[config.mk]
export PLATFORM = sky130hd
export DESIGN_NAME = instr_stream_encoder
export DESIGN_NICKNAME = d
export VERILOG_FILES = /design/src/rtl/instr_stream_encoder_pkg.sv /design/src/rtl/instr_field_encoder.sv /design/src/rtl/instr_stream_encoder.sv
export SDC_FILE = /design/constraint.sdc
export NUM_CORES = 1
export LEC_CHECK = 0
export ABC_AREA = 1
export ABC_CLOCK_PERIOD_IN_PS = 1500
export BUFFER_PORTS_ARGS = -buffer_cell sky130_fd_sc_hd__buf_2
export CAP_MARGIN = 20
export CORE_MARGIN = 2
export CORE_UTILIZATION = 45
export DETAILED_ROUTE_END_ITERATION = 6
export GPL_ROUTABILITY_DRIVEN = 0
export PLACE_DENSITY = 0.73
export SYNTH_ARGS = -nofsm -noshare
export SYNTH_HDL_FRONTEND = slang
export SYNTH_HIERARCHICAL = 1
export SYNTH_SLANG_ARGS = --single-unit
[constraint.sdc]
create_clock -name clk -period 1.5 [get_ports clk]
set_input_delay 0.225 -clock clk [delete_from_list [all_inputs] [get_ports clk]]
set_output_delay 0.225 -clock clk [all_outputs]
set_load 0.01 [all_outputs]
[src/rtl/instr_stream_encoder_pkg.sv]
// Shared RV32I encoding definitions: instruction kinds, opcodes, NOP word and
// loader FSM states.
package rv32_encoder_pkg;

    typedef enum logic [2:0] {
        KIND_R      = 3'd0,
        KIND_I      = 3'd1,
        KIND_LOAD   = 3'd2,
        KIND_STORE  = 3'd3,
        KIND_BRANCH = 3'd4,
        KIND_JAL    = 3'd5
    } instr_kind_e;

    localparam logic [6:0] OP_R      = 7'b0110011;
    localparam logic [6:0] OP_I      = 7'b0010011;
    localparam logic [6:0] OP_LOAD   = 7'b0000011;
    localparam logic [6:0] OP_STORE  = 7'b0100011;
    localparam logic [6:0] OP_BRANCH = 7'b1100011;
    localparam logic [6:0] OP_JAL    = 7'b1101111;

    // addi x0, x0, 0
    localparam logic [31:0] NOP_WORD = 32'h0000_0013;

    typedef enum logic [1:0] {
        ST_IDLE   = 2'd0,
        ST_ACCEPT = 2'd1,
        ST_WRITE  = 2'd2,
        ST_DONE   = 2'd3
    } fsm_state_e;

endpackage

[src/rtl/instr_field_encoder.sv]
// Combinational RV32I packer: turns kind/fields/immediate into a 32-bit word and
// reports whether the immediate (and kind) is encodable; otherwise emits NOP.
module instr_field_encoder
    import rv32_encoder_pkg::*;
(
    input  logic [2:0]  kind_i,
    input  logic [4:0]  rd_i,
    input  logic [4:0]  rs1_i,
    input  logic [4:0]  rs2_i,
    input  logic [2:0]  funct3_i,
    input  logic [6:0]  funct7_i,
    input  logic [31:0] imm_i,
    output logic [31:0] word_o,
    output logic        imm_ok_o
);

    logic        fits12;
    logic        fits13;
    logic        fits21;
    logic [31:0] raw_word;
    logic        raw_ok;

    // A value fits an N-bit signed field when all bits above N-1 equal the sign bit.
    assign fits12 = (&imm_i[31:11]) | ~(|imm_i[31:11]);
    assign fits13 = (&imm_i[31:12]) | ~(|imm_i[31:12]);
    assign fits21 = (&imm_i[31:20]) | ~(|imm_i[31:20]);

    always_comb begin
        raw_word = NOP_WORD;
        raw_ok   = 1'b0;
        case (kind_i)
            KIND_R: begin
                raw_ok   = 1'b1;
                raw_word = {funct7_i, rs2_i, rs1_i, funct3_i, rd_i, OP_R};
            end
            KIND_I: begin
                raw_ok   = fits12;
                raw_word = {imm_i[11:0], rs1_i, funct3_i, rd_i, OP_I};
            end
            KIND_LOAD: begin
                raw_ok   = fits12;
                raw_word = {imm_i[11:0], rs1_i, funct3_i, rd_i, OP_LOAD};
            end
            KIND_STORE: begin
                raw_ok   = fits12;
                raw_word = {imm_i[11:5], rs2_i, rs1_i, funct3_i, imm_i[4:0], OP_STORE};
            end
            KIND_BRANCH: begin
                raw_ok   = fits13 & ~imm_i[0];
                raw_word = {imm_i[12], imm_i[10:5], rs2_i, rs1_i, funct3_i,
                            imm_i[4:1], imm_i[11], OP_BRANCH};
            end
            KIND_JAL: begin
                raw_ok   = fits21 & ~imm_i[0];
                raw_word = {imm_i[20], imm_i[10:1], imm_i[11], imm_i[19:12], rd_i, OP_JAL};
            end
            default: begin
                raw_ok   = 1'b0;
                raw_word = NOP_WORD;
            end
        endcase
    end

    assign imm_ok_o = raw_ok;
    assign word_o   = raw_ok ? raw_word : NOP_WORD;

endmodule

[src/rtl/instr_stream_encoder.sv]
// Program loader: accepts field-level requests one at a time, encodes them and
// writes the words to consecutive instruction-memory addresses.
module instr_stream_encoder
    import rv32_encoder_pkg::*;
#(
    parameter int ADDR_W = 32
) (
    input  logic              clk,
    input  logic              rst,
    input  logic              start,
    input  logic [ADDR_W-1:0] base_addr,
    input  logic [15:0]       prog_len,
    input  logic              req_valid,
    output logic              req_ready,
    input  logic [2:0]        req_kind,
    input  logic [4:0]        req_rd,
    input  logic [4:0]        req_rs1,
    input  logic [4:0]        req_rs2,
    input  logic [2:0]        req_funct3,
    input  logic [6:0]        req_funct7,
    input  logic [31:0]       req_imm,
    output logic              imem_we,
    output logic [ADDR_W-1:0] imem_addr,
    output logic [31:0]       imem_wdata,
    output logic              busy,
    output logic              done,
    output logic              err,
    output logic [1:0]        state_dbg
);

    // Handshake: a request transfers on a rising edge where req_valid && req_ready;
    // req_ready is high only in ACCEPT, so at most one request per two cycles.

    fsm_state_e        state_q, state_d;
    logic [ADDR_W-1:0] addr_q, addr_d;
    logic [ADDR_W-1:0] waddr_q, waddr_d;
    logic [31:0]       wdata_q, wdata_d;
    logic [15:0]       len_q, len_d;
    logic [15:0]       count_q, count_d;
    logic              err_q, err_d;
    logic [31:0]       enc_word;
    logic              enc_ok;

    instr_field_encoder u_field_enc (
        .kind_i   (req_kind),
        .rd_i     (req_rd),
        .rs1_i    (req_rs1),
        .rs2_i    (req_rs2),
        .funct3_i (req_funct3),
        .funct7_i (req_funct7),
        .imm_i    (req_imm),
        .word_o   (enc_word),
        .imm_ok_o (enc_ok)
    );

    always_comb begin
        state_d = state_q;
        addr_d  = addr_q;
        waddr_d = waddr_q;
        wdata_d = wdata_q;
        len_d   = len_q;
        count_d = count_q;
        err_d   = err_q;
        case (state_q)
            ST_IDLE: begin
                if (start) begin
                    addr_d  = base_addr & ~ADDR_W'(3);
                    len_d   = prog_len;
                    count_d = '0;
                    err_d   = 1'b0;
                    state_d = (prog_len == 16'd0) ? ST_DONE : ST_ACCEPT;
                end
            end
            ST_ACCEPT: begin
                if (req_valid) begin
                    wdata_d = enc_word;
                    waddr_d = addr_q;
                    // err becomes visible in the WRITE cycle of the substituted NOP
                    if (!enc_ok) begin
                        err_d = 1'b1;
                    end
                    state_d = ST_WRITE;
                end
            end
            ST_WRITE: begin
                addr_d  = addr_q + ADDR_W'(4);
                count_d = count_q + 16'd1;
                state_d = (count_q + 16'd1 == len_q) ? ST_DONE : ST_ACCEPT;
            end
            ST_DONE: begin
                state_d = ST_IDLE;
            end
            default: begin
                state_d = ST_IDLE;
            end
        endcase
    end

    always_ff @(posedge clk) begin
        if (rst) begin
            state_q <= ST_IDLE;
            addr_q  <= '0;
            waddr_q <= '0;
            wdata_q <= '0;
            len_q   <= '0;
            count_q <= '0;
            err_q   <= 1'b0;
        end else begin
            state_q <= state_d;
            addr_q  <= addr_d;
            waddr_q <= waddr_d;
            wdata_q <= wdata_d;
            len_q   <= len_d;
            count_q <= count_d;
            err_q   <= err_d;
        end
    end

    assign req_ready  = (state_q == ST_ACCEPT);
    assign imem_we    = (state_q == ST_WRITE);
    assign busy       = (state_q != ST_IDLE);
    assign done       = (state_q == ST_DONE);
    assign err        = err_q;
    assign imem_addr  = waddr_q;
    assign imem_wdata = wdata_q;
    assign state_dbg  = state_q;

endmodule

# After elaboration in Yosys (flattened, before gate mapping)
# Index checks and enable logic that the tools add are counted.
# W data, S select, Z words.
[word_totals] regBits=131 output_inout_bits=71 elab_cells=64 in_bits=112
[classes] n_reduce_logical=18 eq_ne=12 add_sub_neg=2 mux=16 n_bitwise=9
[op_table] operator="$pmux W32 S6" count=1
[op_table] operator="$mux W32" count=2
[op_table] operator="$pmux W32 S2" count=1
[op_table] operator="$add A32 B3 Y32 const B" count=1
[op_table] operator="$pmux W16 S2" count=1
[op_table] operator="$reduce_and A21 Y1" count=1
[op_table] operator="$reduce_or A21 Y1" count=1
[op_table] operator="$reduce_and A20 Y1" count=1
[op_table] operator="$reduce_or A20 Y1" count=1
[op_table] operator="$add A16 B1 Y16 const B" count=1
[op_table] operator="$eq A16 B16 Y1" count=1
[op_table] operator="$logic_not A16 Y1" count=1
[op_table] operator="$mux W16" count=1
[op_table] operator="$reduce_and A12 Y1" count=1
[op_table] operator="$reduce_or A12 Y1" count=1
[op_table] operator="$mux W2" count=4
[op_table] operator="$pmux W2 S4" count=1
[op_table] operator="$reduce_and A2 Y1" count=4
[op_table] operator="$eq A3 B2 Y1 const B" count=2
[op_table] operator="$eq A3 B3 Y1 const B" count=2
[op_table] operator="$ne A2 B2 Y1 const B" count=3
[op_table] operator="$reduce_bool A2 Y1" count=3
[op_table] operator="$eq A2 B2 Y1 const B" count=2
[op_table] operator="$not A1 Y1" count=4
[op_table] operator="11 further kinds" count=16

# Depth between registers and ports, before layout
[depth] ltp_word=8 ltp_mapped=14 ltp_nobuf=13

# Modules after synthesis
# Netlist, hierarchy kept.
[modules_own_cells] mod="instr_stream_encoder" seq_area_each_um2=2542.4 instances=1 cells_each=927 area_each_um2=6277.3
[modules_own_cells] mod="instr_field_encoder" seq_area_each_um2=0.0 instances=1 cells_each=236 area_each_um2=1026.0

# Least setup slack after synthesis
# OpenSTA, ideal clock, no wires.
[synth_path] kind="register to register" start="register addr_q[2]" end="register addr_q[28]" synth_period_minus_slack_ps=1593 path_slack_ps=-93 t_required_ps=1366 setup_ps=134 n_path_buf=0 t_arrival_ps=1460 stages_incl_launch_ff=13 cell_sequence="dfxtp_1 -> ha_1 -> nand2_1 -> nor3_2 -> nand2_2 -> nor2_4 -> nand2_2 -> nor2_4 -> nand2_1 -> nand2_1 -> nand3_1 -> nand2_1 -> a21oi_1"
[synth_via] elab_chain_len=2
[synth_lines] item="from (decl)" line="instr_stream_encoder.sv:35" text="logic [ADDR_W-1:0] addr_q, addr_d;"
[synth_lines] item="from (signal assigned)" line="instr_stream_encoder.sv:110" text="addr_q <= addr_d;"
[synth_lines] item="$add A32 B3 Y32" line="instr_stream_encoder.sv:86" text="addr_d = addr_q + ADDR_W'(4);"
[synth_lines] item="$pmux W32 S2" line="instr_stream_encoder.sv:64" text="case (state_q)"
# No other way between the ends.
# A chain may end at the register's enable or synchronous reset.

# Worst setup path after layout
# Ends and elaborated chain as after synthesis.

==> impl_metrics.py <==
metrics = {
    "synthesis": {
        "synthTopCellsByArea": "dfxtp_1, nand2_1, nand3_1",
        "synthAdderAreaFrac_pct": 0.3426,
        "syn_area_um2": 7303,
        "synth_top_family_by_area": "simple AND/OR/NAND/NOR gates",
        "synth_flop_cell": "dfxtp_1",
        "ys_seq_area_share_pct": 34.81,
        "synth_xor_area_share_pct": 1.456,
        "yosysWarnings": 6,
        "ys_types": 45,
        "synthMuxAreaShare_pct": 0,
        "async_reset_ff_share_pct": 0,
        "synthSimpleGateAreaFrac_pct": 37.09,
        "postSynthAreaPerCell_um2": 6.280,
        "synth_compound_area_share_pct": 15.32,
        "synth_common_cells": "nand2_1, nand3_1, dfxtp_1",
        "synthCells": 1163,
        "synth_largest_area_cell": "dfxtp_1",
        "synth_top_area_share_pct": 34.81,
        "ys_ff_latch": 127,
        "yosys.cell_count.top_type": "nand2_1",
        "synth_edf_count": 0,
    },
    "global_routing": {
        "grt_overflow_total": 0,
        "grt_first_pass_wirelength_um": 39880,
        "grt_start_max_net_pins": 44,
        "gr-usage-all-layers_pct": 28.61,
        "grt_pass1_vias": 8257,
        "antenna_found_initial": 0,
    },
    "detailed_routing": {
        "route.final.wire_length_um": 25500,
        "avgRoutedWirePerCell_um": 15.08,
        "drt_iter0_drc": 741,
        "firstDrtPassIters": 5,
        "viasPerCell": 5.218,
        "drc": 0,
        "ant_nets": 0,
        "vias": 8823,
    },
    "timing": {
        "rsz0062_at_grt": "yes",
        "final.period_utilization_pct": 109.6,
        "setup_slack_ps": -143.5,
        "clock.fmax_ghz": 0.6084,
        "post-route-min-period_ps": 1644,
        "drv_slew": 0,
        "hold_viol_final": 0,
        "setup_viol": 17,
        "clock_skew_ps": 8.952,
        "tightestPinTransition_ps": 501.3,
        "max-slew-margin-rel_pct": 66.58,
    },
    "clock_network": {
        "clk_root_buffer_cell": "clkbuf_16",
        "clk_latency_ps": 420,
        "cts_tree": "yes",
        "path_clk_slew_ps": 60,
        "clockBufferDepth": 2,
        "cts_buffers": 17,
        "cts.hold.buffers_added": 0,
        "cts.sinks": 127,
        "htree_levels": 4,
    },
    "status": {
        "violations": "setup timing",
        "status": "complete, but fails checks",
    },
    "pwr": {
        "p_total_mw": 9.719,
        "p_leak_nw": 4.989,
        "ir_worst_vdd_mv": 0.9158,
        "power_per_cell_area_nw_per_um2": 903.5,
    },
    "die": {
        "io_pins": 183,
        "die_area_um2": 17260,
        "die_w_um": 131.4,
        "rows": 46,
        "fp.coreArea_um2": 15890,
        "start_util_pct": 45.98,
        "die_h_um": 131.4,
    },
    "worst_hold_path": {
        "min_path_cells": 3,
        "min-delay-start": "base_addr[10]",
        "min_to": "addr_q[10]",
        "hp-class": "primary input to flip-flop",
    },
    "critical_path": {
        "worstReg2RegEnd": "addr_q[28]",
        "reg2reg_depth": 11,
        "cp.required_ps": 1860,
        "cp.arrival_ps": 2000,
        "reg2reg_setup_slack_ps": -140,
        "cp-end-kind": "flip-flop",
        "startpoint_type": "flip-flop",
        "crit_path_max_fanout": 4,
        "rr_startpoint": "addr_q[2]",
        "critPathKind": "flip-flop to flip-flop",
    },
    "layout": {
        "antenna_cells": 0,
        "drive_above_1_share_pct": 34.51,
        "postLayoutCoreUtil_pct": 67.72,
        "syn2layout_area_growth_pct": 47.30,
        "fin_nets": 1576,
    },
    "placed_design": {
        "dp_slack_ps": -290.3,
        "post-dp-hpwl_um": 16590,
        "portBuffers": 178,
    },
    "job": {
        "maxCapViolCount": 0,
    },
}
## routing by layer
layer	global-route usage, %	vias to the layer above	routed length [um]
li1	-	4350	-
met5	0	-	0
met3	6.443	60	2125
met4	11.47	0	831
met2	47.16	387	11900
met1	36.34	4026	10640
## cells by family after synthesis
| group | Yosys count |
|---|---|
| flip-flops | 127 |
| AND/OR/NAND/NOR | 625 |
| XOR/XNOR | 9 |
| adder cells (fa/ha/maj) | 2 |
| AO/OA/AOI/OAI | 207 |
| other | 2 |
| buffers and inverters | 191 |
## cell usage in the layout (no fill, tap or decap), types with 3 or more instances in the layout
| cell type | instances |
|---|---|
| clkbuf_1 | 3 |
| nand3b_1 | 5 |
| dfxtp_4 | 8 |
| nor4_1 | 4 |
| nand4_1 | 11 |
| o21ai_2 | 3 |
| nor3_1 | 3 |
| nand2_4 | 5 |
| inv_1 | 116 |
| bufinv_16 | 4 |
| buf_12 | 8 |
| nand2_1 | 310 |
| o21ai_0 | 53 |
| buf_2 | 175 |
| conb_1 | 4 |
| clkinv_2 | 4 |
| o21ai_1 | 11 |
| nand3_1 | 118 |
| nor3_2 | 3 |
| nor2_2 | 15 |
| buf_16 | 3 |
| a21oi_2 | 7 |
| clkbuf_16 | 17 |
| xor2_1 | 6 |
| nor2_4 | 17 |
| nor2_1 | 81 |
| o211ai_1 | 14 |
| dfxtp_2 | 14 |
| nand3_2 | 10 |
| nor3_4 | 3 |
| nand2_2 | 31 |
| a31oi_1 | 7 |
| dfxtp_1 | 105 |
| buf_6 | 22 |
| a21oi_1 | 103 |
| buf_4 | 127 |
| inv_2 | 11 |
## where the power goes
part / internal, mW / total, mW / switching, mW
Combinational: 0.753 / 1.74 / 0.988
Clock: 2.81 / 4.34 / 1.53
Sequential: 3.52 / 3.63 / 0.116
Total: 7.08 / 9.72 / 2.64
## flip-flops by register name, indices dropped and copies added, names as in the netlist
register	count
len_q	16
addr_q	30
imem_addr	30
err	1
count_q	16
state_dbg	2
imem_wdata	32
## worst max path at each step
stage | startpoint | end | cells after the start
floorplan | addr_q[2] | addr_q[28] | 12
global placement | count_q[0] | state_dbg[1] | 11
detailed placement | count_q[0] | state_dbg[1] | 11
CTS | count_q[1] | state_dbg[1] | 13
global route | count_q[6] | state_dbg[1] | 13
finish | addr_q[2] | addr_q[28] | 11
## what timing repair did
action	4_1_cts	5_1_grt
pin swaps	30	33
cloned	5	0
endpoints found under the setup margin	23	110
buffers inserted	14	4
gates resized for setup	65	104
## through the flow
step / hold WS [ps] / instances / instance area (um^2) / setup TNS, ps
finish: 72.69 / 1691 / 10760 / -1142
global route: 93.03 / 1691 / 10760 / -4610
CTS: 66.33 / 1687 / 10380 / -706.3
detailed placement: 449.8 / 1637 / 9334 / -5151
global placement: 445.7 / 1637 / 9334 / -4021
floorplan: 382.0 / 1165 / 7346 / -170.8
## worst max-delay path: stages, from the launching register on
cell and delay (ps):
dfxtp_4 360, ha_4 150, nand2_4 60, nor3_4 160, nand2_2 110, nor2_4 160, nand2_2 80, nor2_4 130
nand3b_1 100, nand3_1 90, nand2_1 60, a21oi_2 110
## cell type report
| type | count | area (um^2) |
|---|---|---|
| flip-flops and latches | 127 | 2590 |
| multi-input cells | 847 | 4375 |
| inverters | 130 | 493.0 |
| fillers | 1374 | 5127 |
| clock buffers | 21 | 450.4 |
| well taps | 216 | 270.3 |
| clock inverters | 11 | 163.9 |
| repair buffers | 339 | 2415 |
Note: power is estimated with default switching activity, not from simulation.
